$ cat config.mk
export PLATFORM = sky130hd
export DESIGN_NAME = fetch_unit
export DESIGN_NICKNAME = d
export VERILOG_FILES = /design/src/rtl/fetch_unit.sv
export SDC_FILE = /design/constraint.sdc
export NUM_CORES = 1
export LEC_CHECK = 0
export CORE_MARGIN = 2
export CORE_UTILIZATION = 50
export DETAILED_ROUTE_END_ITERATION = 12
export GPL_TIMING_DRIVEN = 0
export PLACE_DENSITY_LB_ADDON = 0.05
export SLEW_MARGIN = 20
export SYNTH_ARGS = -nofsm -noshare
export SYNTH_HDL_FRONTEND = slang
export SYNTH_SLANG_ARGS = --single-unit
$ cat constraint.sdc
create_clock -name clk -period 3.3 [get_ports clk]
set_input_delay 0.495 -clock clk [delete_from_list [all_inputs] [get_ports clk]]
set_output_delay 0.495 -clock clk [all_outputs]
set_load 0.03 [all_outputs]
$ cat src/rtl/fetch_unit.sv
// fetch_unit: in-order instruction fetch (tag FIFO + instruction buffer); FETCH_ADEF_EN adds misaligned-PC exception entries.
// Latency: data_ok -> decode-visible 1 cycle; backpressure: requests stop once outstanding + buffered would fill the buffer.
module fetch_unit #(
   parameter logic [31:0] RESET_PC        = 32'h1c000000,
   parameter int          IBUF_DEPTH      = 4,
   parameter int          MAX_OUTSTANDING = 2
) (
   input  logic        clk,
   input  logic        reset,
   input  logic        br_valid,
   input  logic [31:0] br_target,
   input  logic        flush_valid,
   input  logic [31:0] flush_target,
   output logic        inst_req,
   output logic [31:0] inst_addr,
   input  logic        inst_addr_ok,
   input  logic        inst_data_ok,
   input  logic [31:0] inst_rdata,
   input  logic        ds_allowin,
   output logic        fs_to_ds_valid,
   output logic [31:0] fs_to_ds_pc,
   output logic [31:0] fs_to_ds_inst,
   output logic        fs_to_ds_excp
);

   localparam int            AW        = $clog2(IBUF_DEPTH);
   localparam int            CW        = AW + 1;
   localparam logic [CW-1:0] MAX_OUT_C = CW'(MAX_OUTSTANDING);
   localparam logic [CW:0]   DEPTH_C   = (CW+1)'(IBUF_DEPTH);
   localparam logic [CW-1:0] CNT_ONE   = CW'(1);
   localparam logic [AW-1:0] PTR_ONE   = AW'(1);

   typedef struct packed {
      logic [31:0] pc;
      logic [31:0] inst;
   } ibuf_entry_t;

   logic [31:0]   pc;
   logic [CW-1:0] out_cnt, out_nxt;
   logic [CW-1:0] discard_cnt;
   logic [CW-1:0] ibuf_cnt, ib_cnt_nxt;

   // Tag FIFO shares the buffer's depth, which bounds MAX_OUTSTANDING.
   logic [31:0]   tag_mem [IBUF_DEPTH];
   logic [AW-1:0] tag_wr, tag_rd;
   ibuf_entry_t   ibuf_mem [IBUF_DEPTH];
   logic [AW-1:0] ib_wr, ib_rd;

   logic          redirect;
   logic [31:0]   redirect_pc;
   logic          room, accept, resp, ib_push, ib_pop;
   logic          pc_misal, adef_push;
   ibuf_entry_t   ib_wdata;

`ifdef FETCH_ADEF_EN
   logic                  adef_done;
   logic [IBUF_DEPTH-1:0] ib_excp;
`endif

   always_comb begin
      redirect    = flush_valid | br_valid;
      redirect_pc = flush_valid ? flush_target : br_target;
`ifdef FETCH_ADEF_EN
      pc_misal      = (pc[1:0] != 2'b00);
      adef_push     = pc_misal && !adef_done && (out_cnt == '0) &&
                      ({1'b0, ibuf_cnt} < DEPTH_C) && !redirect && !reset;
      inst_addr     = pc;
      fs_to_ds_excp = ib_excp[ib_rd];
`else
      pc_misal      = 1'b0;
      adef_push     = 1'b0;
      inst_addr     = {pc[31:2], 2'b00};
      fs_to_ds_excp = 1'b0;
`endif
      // Every accepted request keeps a buffer slot reserved until its response lands.
      room     = ({1'b0, out_cnt} + {1'b0, ibuf_cnt}) < DEPTH_C;
      inst_req = !reset && (out_cnt < MAX_OUT_C) && room && !redirect && !pc_misal;
      accept   = inst_req & inst_addr_ok;
      // A response with nothing outstanding is a leftover from before reset.
      resp     = inst_data_ok && (out_cnt != '0) && !reset;
      ib_push  = ((resp && (discard_cnt == '0)) || adef_push) && !redirect;

      fs_to_ds_valid = !reset && (ibuf_cnt != '0) && !redirect;
      ib_pop         = fs_to_ds_valid & ds_allowin;

      ib_wdata.pc   = adef_push ? pc : tag_mem[tag_rd];
      ib_wdata.inst = adef_push ? 32'h0 : inst_rdata;

      out_nxt = out_cnt;
      case ({accept, resp})
         2'b10:   out_nxt = out_cnt + CNT_ONE;
         2'b01:   out_nxt = out_cnt - CNT_ONE;
         default: out_nxt = out_cnt;
      endcase

      ib_cnt_nxt = ibuf_cnt;
      case ({ib_push, ib_pop})
         2'b10:   ib_cnt_nxt = ibuf_cnt + CNT_ONE;
         2'b01:   ib_cnt_nxt = ibuf_cnt - CNT_ONE;
         default: ib_cnt_nxt = ibuf_cnt;
      endcase
   end

   assign fs_to_ds_pc   = ibuf_mem[ib_rd].pc;
   assign fs_to_ds_inst = ibuf_mem[ib_rd].inst;

   always_ff @(posedge clk) begin
      if (accept) tag_mem[tag_wr] <= pc;
      if (ib_push) ibuf_mem[ib_wr] <= ib_wdata;
   end

   always_ff @(posedge clk) begin
      if (reset) begin
         pc          <= RESET_PC;
         out_cnt     <= '0;
         discard_cnt <= '0;
         ibuf_cnt    <= '0;
         tag_wr      <= '0;
         tag_rd      <= '0;
         ib_wr       <= '0;
         ib_rd       <= '0;
      end else begin
         out_cnt <= out_nxt;
         if (accept) tag_wr <= tag_wr + PTR_ONE;
         if (resp)   tag_rd <= tag_rd + PTR_ONE;
         if (redirect) begin
            // Everything still in flight after this cycle belongs to the old path.
            pc          <= redirect_pc;
            discard_cnt <= out_nxt;
            ibuf_cnt    <= '0;
            ib_wr       <= '0;
            ib_rd       <= '0;
         end else begin
            if (accept) pc <= pc + 32'd4;
            if (resp && (discard_cnt != '0)) discard_cnt <= discard_cnt - CNT_ONE;
            ibuf_cnt <= ib_cnt_nxt;
            if (ib_push) ib_wr <= ib_wr + PTR_ONE;
            if (ib_pop)  ib_rd <= ib_rd + PTR_ONE;
         end
      end
   end

`ifdef FETCH_ADEF_EN
   always_ff @(posedge clk) begin
      if (reset) begin
         adef_done <= 1'b0;
      end else if (redirect) begin
         adef_done <= 1'b0;
      end else if (adef_push) begin
         adef_done <= 1'b1;
      end
   end

   always_ff @(posedge clk) begin
      if (ib_push) ib_excp[ib_wr] <= adef_push;
   end
`endif

endmodule

After elaboration in Yosys (flattened, before gate mapping)
Memory sizes are Yosys's and may differ from the RTL's. A register that Yosys moved wholly into a read port is not among the register bits.
Cells that the tools add are included.
{"block": "classes", "magnitude_cmp": 2, "add_sub_neg": 11, "muxes": 15, "eq_ne": 4, "n_reduce_logical": 20, "bitwise_logic": 3}
{"operator": "two-way mux 32 bit", "n": 3}
{"operator": "adder 32 x 3 -> 32 bit, second input constant", "n": 1}
{"operator": "case mux 3 bit (2 select lines)", "n": 2}
{"operator": "logical AND 1 bit", "n": 10}
{"operator": "nonzero test 3 bit", "n": 3}
{"operator": "subtractor 3 x 1 -> 3 bit, second input constant", "n": 3}
{"operator": "adder 2 x 1 -> 2 bit, second input constant", "n": 4}
{"operator": "two-way mux 2 bit", "n": 4}
{"operator": "adder 3 x 1 -> 3 bit, second input constant", "n": 2}
{"operator": "two-way mux 3 bit", "n": 2}
{"operator": "nonzero test 2 bit", "n": 3}
{"operator": "adder 3 x 3 -> 4 bit", "n": 1}
{"operator": "equality test 2 x 1 -> 1 bit, second input constant", "n": 2}
{"operator": "equality test 2 bit, second input constant", "n": 2}
{"operator": "less-than comparator 4 x 3 -> 1 bit, second input constant", "n": 1}
{"operator": "two-way mux 1 bit", "n": 4}
{"operator": "logical NOT 3 bit", "n": 1}
{"operator": "less-than comparator 3 x 2 -> 1 bit, second input constant", "n": 1}
{"operator": "AND 1 bit", "n": 2}
{"operator": "logical NOT 1 bit", "n": 2}
{"operator": "OR reduction 2 bit", "n": 1}
{"operator": "OR 1 bit", "n": 1}
{"block": "totals", "output_inout_bits": 99, "inputBits": 103, "ff_bits": 49, "mem_bits_rw": 384, "memories": 2}
{"name": "ibuf_mem", "words": 4, "word_bits": 64, "rd": 1, "rd_clocked_by_memory_dff": 1, "wr": 1, "line_no": "46", "rtl": "ibuf_entry_t ibuf_mem [IBUF_DEPTH];"}
{"name": "tag_mem", "words": 4, "word_bits": 32, "rd": 1, "rd_clocked_by_memory_dff": 1, "wr": 1, "line_no": "44", "rtl": "logic [31:0] tag_mem [IBUF_DEPTH];"}

Longest topological paths before layout
Gate-level depths: netlist (run 1).
{"block": "depth", "ltp_word": 8, "ltp_mapped": 13, "ltp_nobuf": 12}

Least setup slack after synthesis (run 1)
Ideal clock, no wire load.
{"block": "synth_path", "path_type": "reg-to-reg", "from": "register discard_cnt[0]", "to": "memory ibuf_mem[0][0] in the netlist's numbering (enable)", "stages_incl_launch_ff": 7, "period_less_slack_ns": 3.050, "setup_slack_ns": 0.250, "path_buffers": 1, "required_ns": 2.871, "setup_time_ns": 0.429, "arrival_time_ns": 2.621, "cell_sequence": "dfxtp_1 inv_1 ha_1 nor2b_1 nor2b_1 clkbuf_1 and3_1"}
{"block": "synth_between", "elab_chain_len": 5}
{"element": "from (decl)", "line_no": "40", "rtl": "logic [CW-1:0] discard_cnt;"}
{"element": "from (signal assigned)", "line_no": "129", "rtl": "discard_cnt <= out_nxt;"}
{"element": "from (signal assigned)", "line_no": "135", "rtl": "if (resp && (discard_cnt != '0)) discard_cnt <= discard_cnt - CNT_ONE;"}
{"element": "logical NOT 3 bit", "line_no": "81", "rtl": "ib_push = ((resp && (discard_cnt == '0)) || adef_push) && !redirect;"}
{"element": "logical AND 1 bit (2 in series)", "line_no": "81"}
{"element": "two-way mux 1 bit", "line_no": "109", "rtl": "if (ib_push) ibuf_mem[ib_wr] <= ib_wdata;"}
{"element": "two-way mux 1 bit (implied by the code)", "line_no": "109"}
{"element": "to (decl)", "line_no": "46"}
Every way passes these cells.

Worst setup path in the final report (run 1)
{"block": "layout_path", "from": "input reset", "to": "register ibuf_cnt[2]"}
{"block": "layout_between", "elab_chain_len": 6}
{"element": "from (decl)", "line_no": "9", "rtl": "input logic reset,"}
{"element": "logical NOT 1 bit *", "line_no": "83", "rtl": "fs_to_ds_valid = !reset && (ibuf_cnt != '0) && !redirect;"}
{"element": "logical AND 1 bit * (2 in series)", "line_no": "83"}
{"element": "AND 1 bit *", "line_no": "84", "rtl": "ib_pop = fs_to_ds_valid & ds_allowin;"}
{"element": "net ib_pop", "line_no": "51", "rtl": "logic room, accept, resp, ib_push, ib_pop;"}
{"element": "equality test 2 x 1 -> 1 bit or equality test 2 bit (tied branches)", "line_no": "97", "rtl": "case ({ib_push, ib_pop})"}
{"element": "case mux 3 bit (2 select lines) or nonzero test 2 bit (tied branches)"}
{"element": "to (signal assigned)", "line_no": "136", "rtl": "ibuf_cnt <= ib_cnt_nxt;"}
{"element": "to (decl)", "line_no": "41", "rtl": "logic [CW-1:0] ibuf_cnt, ib_cnt_nxt;"}
Mark *: on every way through the listed nets, which the timed path passes. The rest lies on a longest branch.
A chain may end at the register's enable or synchronous reset.

==> metrics.md, run 1 <==
| Metric | Value |
|---|---|
| Status | finished clean |
| Sw Ratio | 20.2% |
| Core Rows | 67 |
| Flop-to-flop setup slack | 0.31 ns |
| CP max-delay cell | nor3b_1 |
| Most common cell in the netlist | edfxtp_1 |
| Slew Viols, Final | 0 |
| Syn Std Cell Area | 17,200 um2 |
| WP data arrival | 3.63 ns |
| Overflow after GRT | 0 |
| Netlist cell types | 61 |
| Crit-path most repeated cell | or3_1 |
| Area growth syn-to-layout | 24.7% |
| Final core occ | 63.8% |
| Vias in the first global route | 9,523 |
| Synth top area cells | edfxtp_1, mux4_2, dfxtp_1 |
| Count of nets after finishing | 1,289 |
| PwrDens | 547 nW/um2 |
| Crit Path Class | in2reg |
| Antenna cells | 0 |
| Crit path buf inv count | 2 |
| Maximum clock frequency | 316 MHz |
| Ys Warns | 0 |
| R2r startpoint | out_cnt[2]$_SDFF_PP0_ |
| Clk pwr share | 42.9% |
| Minimum clock period | 3.17 ns |
| Internal power | 9.39 mW |
| Leading area contributor after synthesis | edfxtp_1 |
| Hpwl dp | 24.1 mm |
| Relative slew margins | 25.4% |
| Sequential share of power | 52.2% |
| #FFs+latches synth | 437 |
| Syn Area/Cell | 18.8 um2 |
| Ys flop type | edfxtp_1 |
| Final setup vio count | 0 |
| Initial antenna violation count | 0 |
| Dpl cell area | 20,000 um2 |
| CTS max path bufs | 3 |
| Critical path peak fanout | 5 |
| GP Congestion | 0.849 |
| Clock slew seen by the registers of the worst setup and hold paths | 0.06 ns |
| WL final | 36.3 mm |
| Skew final | 0.0167 ns |
| Sequential element share of the synthesized area | 73.1% |
| Worst EP required | 3.76 ns |
| Worst-Margin Slew | 1.11 ns |
| Finished Layout Cells | 1,654 |
| Slowest stage delay, CP | 0.73 ns |
| Layout cells sized above 1 | 20.4% |
| Critical path endpoint | ibuf_cnt[2]$_SDFFE_PP0P_ |
| Hold_sp | br_valid |
| Width of the die | 190 um |
| Register area | 12,600 um2 |
| Vias/cell | 5.63 |
| DP Cell Count | 1,572 |
| Vias | 9,304 |
| Ports | 202 |
| Sw power | 2.37 mW |
| RSZ-0062 raised after global routing | no |
| Area occupied by multi-input gates | 4160 um2 |
| Die area | 36,000 um2 |
| WHS | 0.338 ns |
| Logic gate share of total power | 4.9% |
| Root Driver | clkbuf_16 |
| Starting Density | 51.1% |
| Post-synth top cells | edfxtp_1, mux4_2, dfxtp_1, nor2_1, buf_4 |
| Largest net degree at the start of global routing | 45 |
| Worst setup SP type | primary input |
| CTS H-tree lvls | 2 |
| Post-synth EDFFs | 384 |
| DR iter-0 viols | 870 |
| Drt pass-1 iters | 5 |
| PortBufs | 196 |
| Asr flop ratio synth | 0% |
| Worst R2R Path Depth | 7 |
| Postcts setup bufs | 0 |
| TritonCTS clock tree | done |
| CTS sink cnt | 437 |
| # fillers | 2,420 |
| Num CTS Buffers | 45 |
| Post-detailed-route count of antenna-violating nets | 0 |
| Peak supply drop | 0.000366 V |
| P_leak | 6.89 nW |
| CP top delay family | simple AND/OR/NAND/NOR gates |
| Total power | 11.8 mW |
| Reg2Reg Capture Point | tag_mem[0][25]$_DFFE_PP_ |
| Core ar. | 33,700 um2 |
| Max-cap viol count | 0 |
| Synthesized instance count | 918 |
| WL/cell | 22.0 um |
| Critical Path End Type | register |
| Hold Path Class | in2reg |
| Cell area after layout | 21,500 um2 |
| DRC Markers | 0 |
| Clk_lat worst skew | 0.54 ns |
| Area share of the leading cell type in the synthesized netlist | 66.9% |
| First-pass GRT wire length | 55.7 mm |
| Final hold vios | 0 |
| Die height | 190 um |
| Crit-path cells | clkdlybuf4s50_1 > or3_1 > nor3b_1 > ha_1 > inv_1 > fa_1 > xor2_1 > or3_1 > a21oi_1 |
| CP Depth | 9 |
| CP Launch Point | reset |
| Total track usage | 20.5% |
| Final Cycle Share | 96.0% |
-- worst min path at each step --
stage / endpoint / slack (ns) / depth (start not counted)
floorplan: tag_mem[0][0]$_DFFE_PP_ / 0.46 / 0
global placement: tag_wr[1]$_SDFFE_PP0P_ / 0.49 / 2
detailed placement: tag_wr[1]$_SDFFE_PP0P_ / 0.49 / 2
CTS: pc[13]$_SDFFE_PP0P_ / 0.32 / 4
global route: pc[13]$_SDFFE_PP0P_ / 0.36 / 4
finish: pc[13]$_SDFFE_PP0P_ / 0.34 / 4
-- state kept, by name, indices dropped and copies added (netlist names), 3 cells and up, named ones only --
| name | cells |
|---|---|
| ibuf_mem | 256 |
| tag_mem | 128 |
| pc | 32 |
| discard_cnt | 3 |
| ibuf_cnt | 3 |
| out_cnt | 3 |
-- layer usage --
| layer | vias to the layer above | track usage, % | routed length, um |
|---|---|---|---|
| met3 | 45 | 4.10 | 2390 |
| met4 | 0 | 4.08 | 519 |
| met2 | 339 | 34.2 | 17600 |
| li1 | 4191 | - | - |
| met1 | 4729 | 28.5 | 15800 |
| met5 | - | 0 | 0 |
-- timing repair --
item | in CTS | in global routing
hold buffers | 0 | 0
endpoints found under the hold margin | 0 | 0
endpoints found under the setup margin | 64 | 37
gates resized for setup | 8 | 7
-- worst min-delay path: stages --
cell	delay, ns
buf_6	0.12
nand2b_1	0.06
o211ai_1	0.08
a211oi_1	0.07
-- cells by family (layout without fill, tap and decap cells) --
| kind of cell | count (synthesis) | count (layout) | share of synthesized area (%) |
|---|---|---|---|
| DFF | 437 | 437 | 73.1 |
| and+or+nand+nor | 142 | 142 | 4.64 |
| muxes | 103 | 103 | 13.0 |
| buffers and inverters | 100 | 386 | 3.02 |
| AOI/OAI and AO/OA | 92 | 92 | 3.64 |
| xor gates and xnor gates | 26 | 26 | 1.32 |
| adders and majority gates | 17 | 17 | 1.32 |
| other | 1 | 3 | 0.0218 |
-- cell type report --
class,instances,area share [%]
clock inverter,20,0.989
tap,448,2.61
multi-input combinational,383,19.3
inverter,22,0.384
buffer,76,2.10
sequential,437,58.6
timing repair buffer,204,9.99
clock buffer,64,6.00
-- through the flow --
step                worst slack [ns]  TNS (ns)
floorplan                      0.250         0
global placement               -1.78   -569.41
detailed placement            -0.565    -16.83
CTS                          0.00389         0
global route                 0.00245         0
finish                         0.132         0
-- placed cells by master (no fill, tap or decap), types with 5 or more instances in the layout --
cell type / netlist / layout
a211oi_1: 12 / 12
a21oi_1: 18 / 18
a22oi_1: 11 / 11
and3_1: 9 / 5
buf_12: 0 / 5
buf_2: 11 / 5
buf_4: 33 / 35
clkbuf_1: 30 / 36
clkbuf_16: 0 / 47
clkbuf_2: 0 / 5
clkbuf_8: 0 / 5
clkdlybuf4s50_1: 0 / 195
clkinv_2: 0 / 6
dfxtp_1: 53 / 51
edfxtp_1: 384 / 384
ha_1: 15 / 15
inv_1: 21 / 21
mux2i_1: 5 / 5
mux4_2: 96 / 96
nand2_1: 12 / 12
nand3_1: 13 / 13
nand4_1: 13 / 13
nor2_1: 38 / 38
nor3_1: 10 / 10
nor4_1: 9 / 9
o21ai_0: 11 / 11
o22ai_1: 13 / 13
xnor2_1: 7 / 7
xor2_1: 19 / 19
-- power by group through the flow --
stage                     sequential (mW)  clock (mW)  combinational (mW)
after global placement               6.26           0               0.560
after floorplan                      6.23           0               0.296
after global routing                 6.15        5.38               0.611
after CTS                            6.15        5.16               0.574
after detailed placement             6.26           0               0.571
final                                6.15        5.05               0.573
(Power assumes the default switching activity.)
==> inputs of run 2 (changes only) <==
- CTS_CLUSTER_DIAMETER: unset -> 100
==> results of run 2 <==
Same layout as run 1: the final DEF is identical, and so are final timing and power.
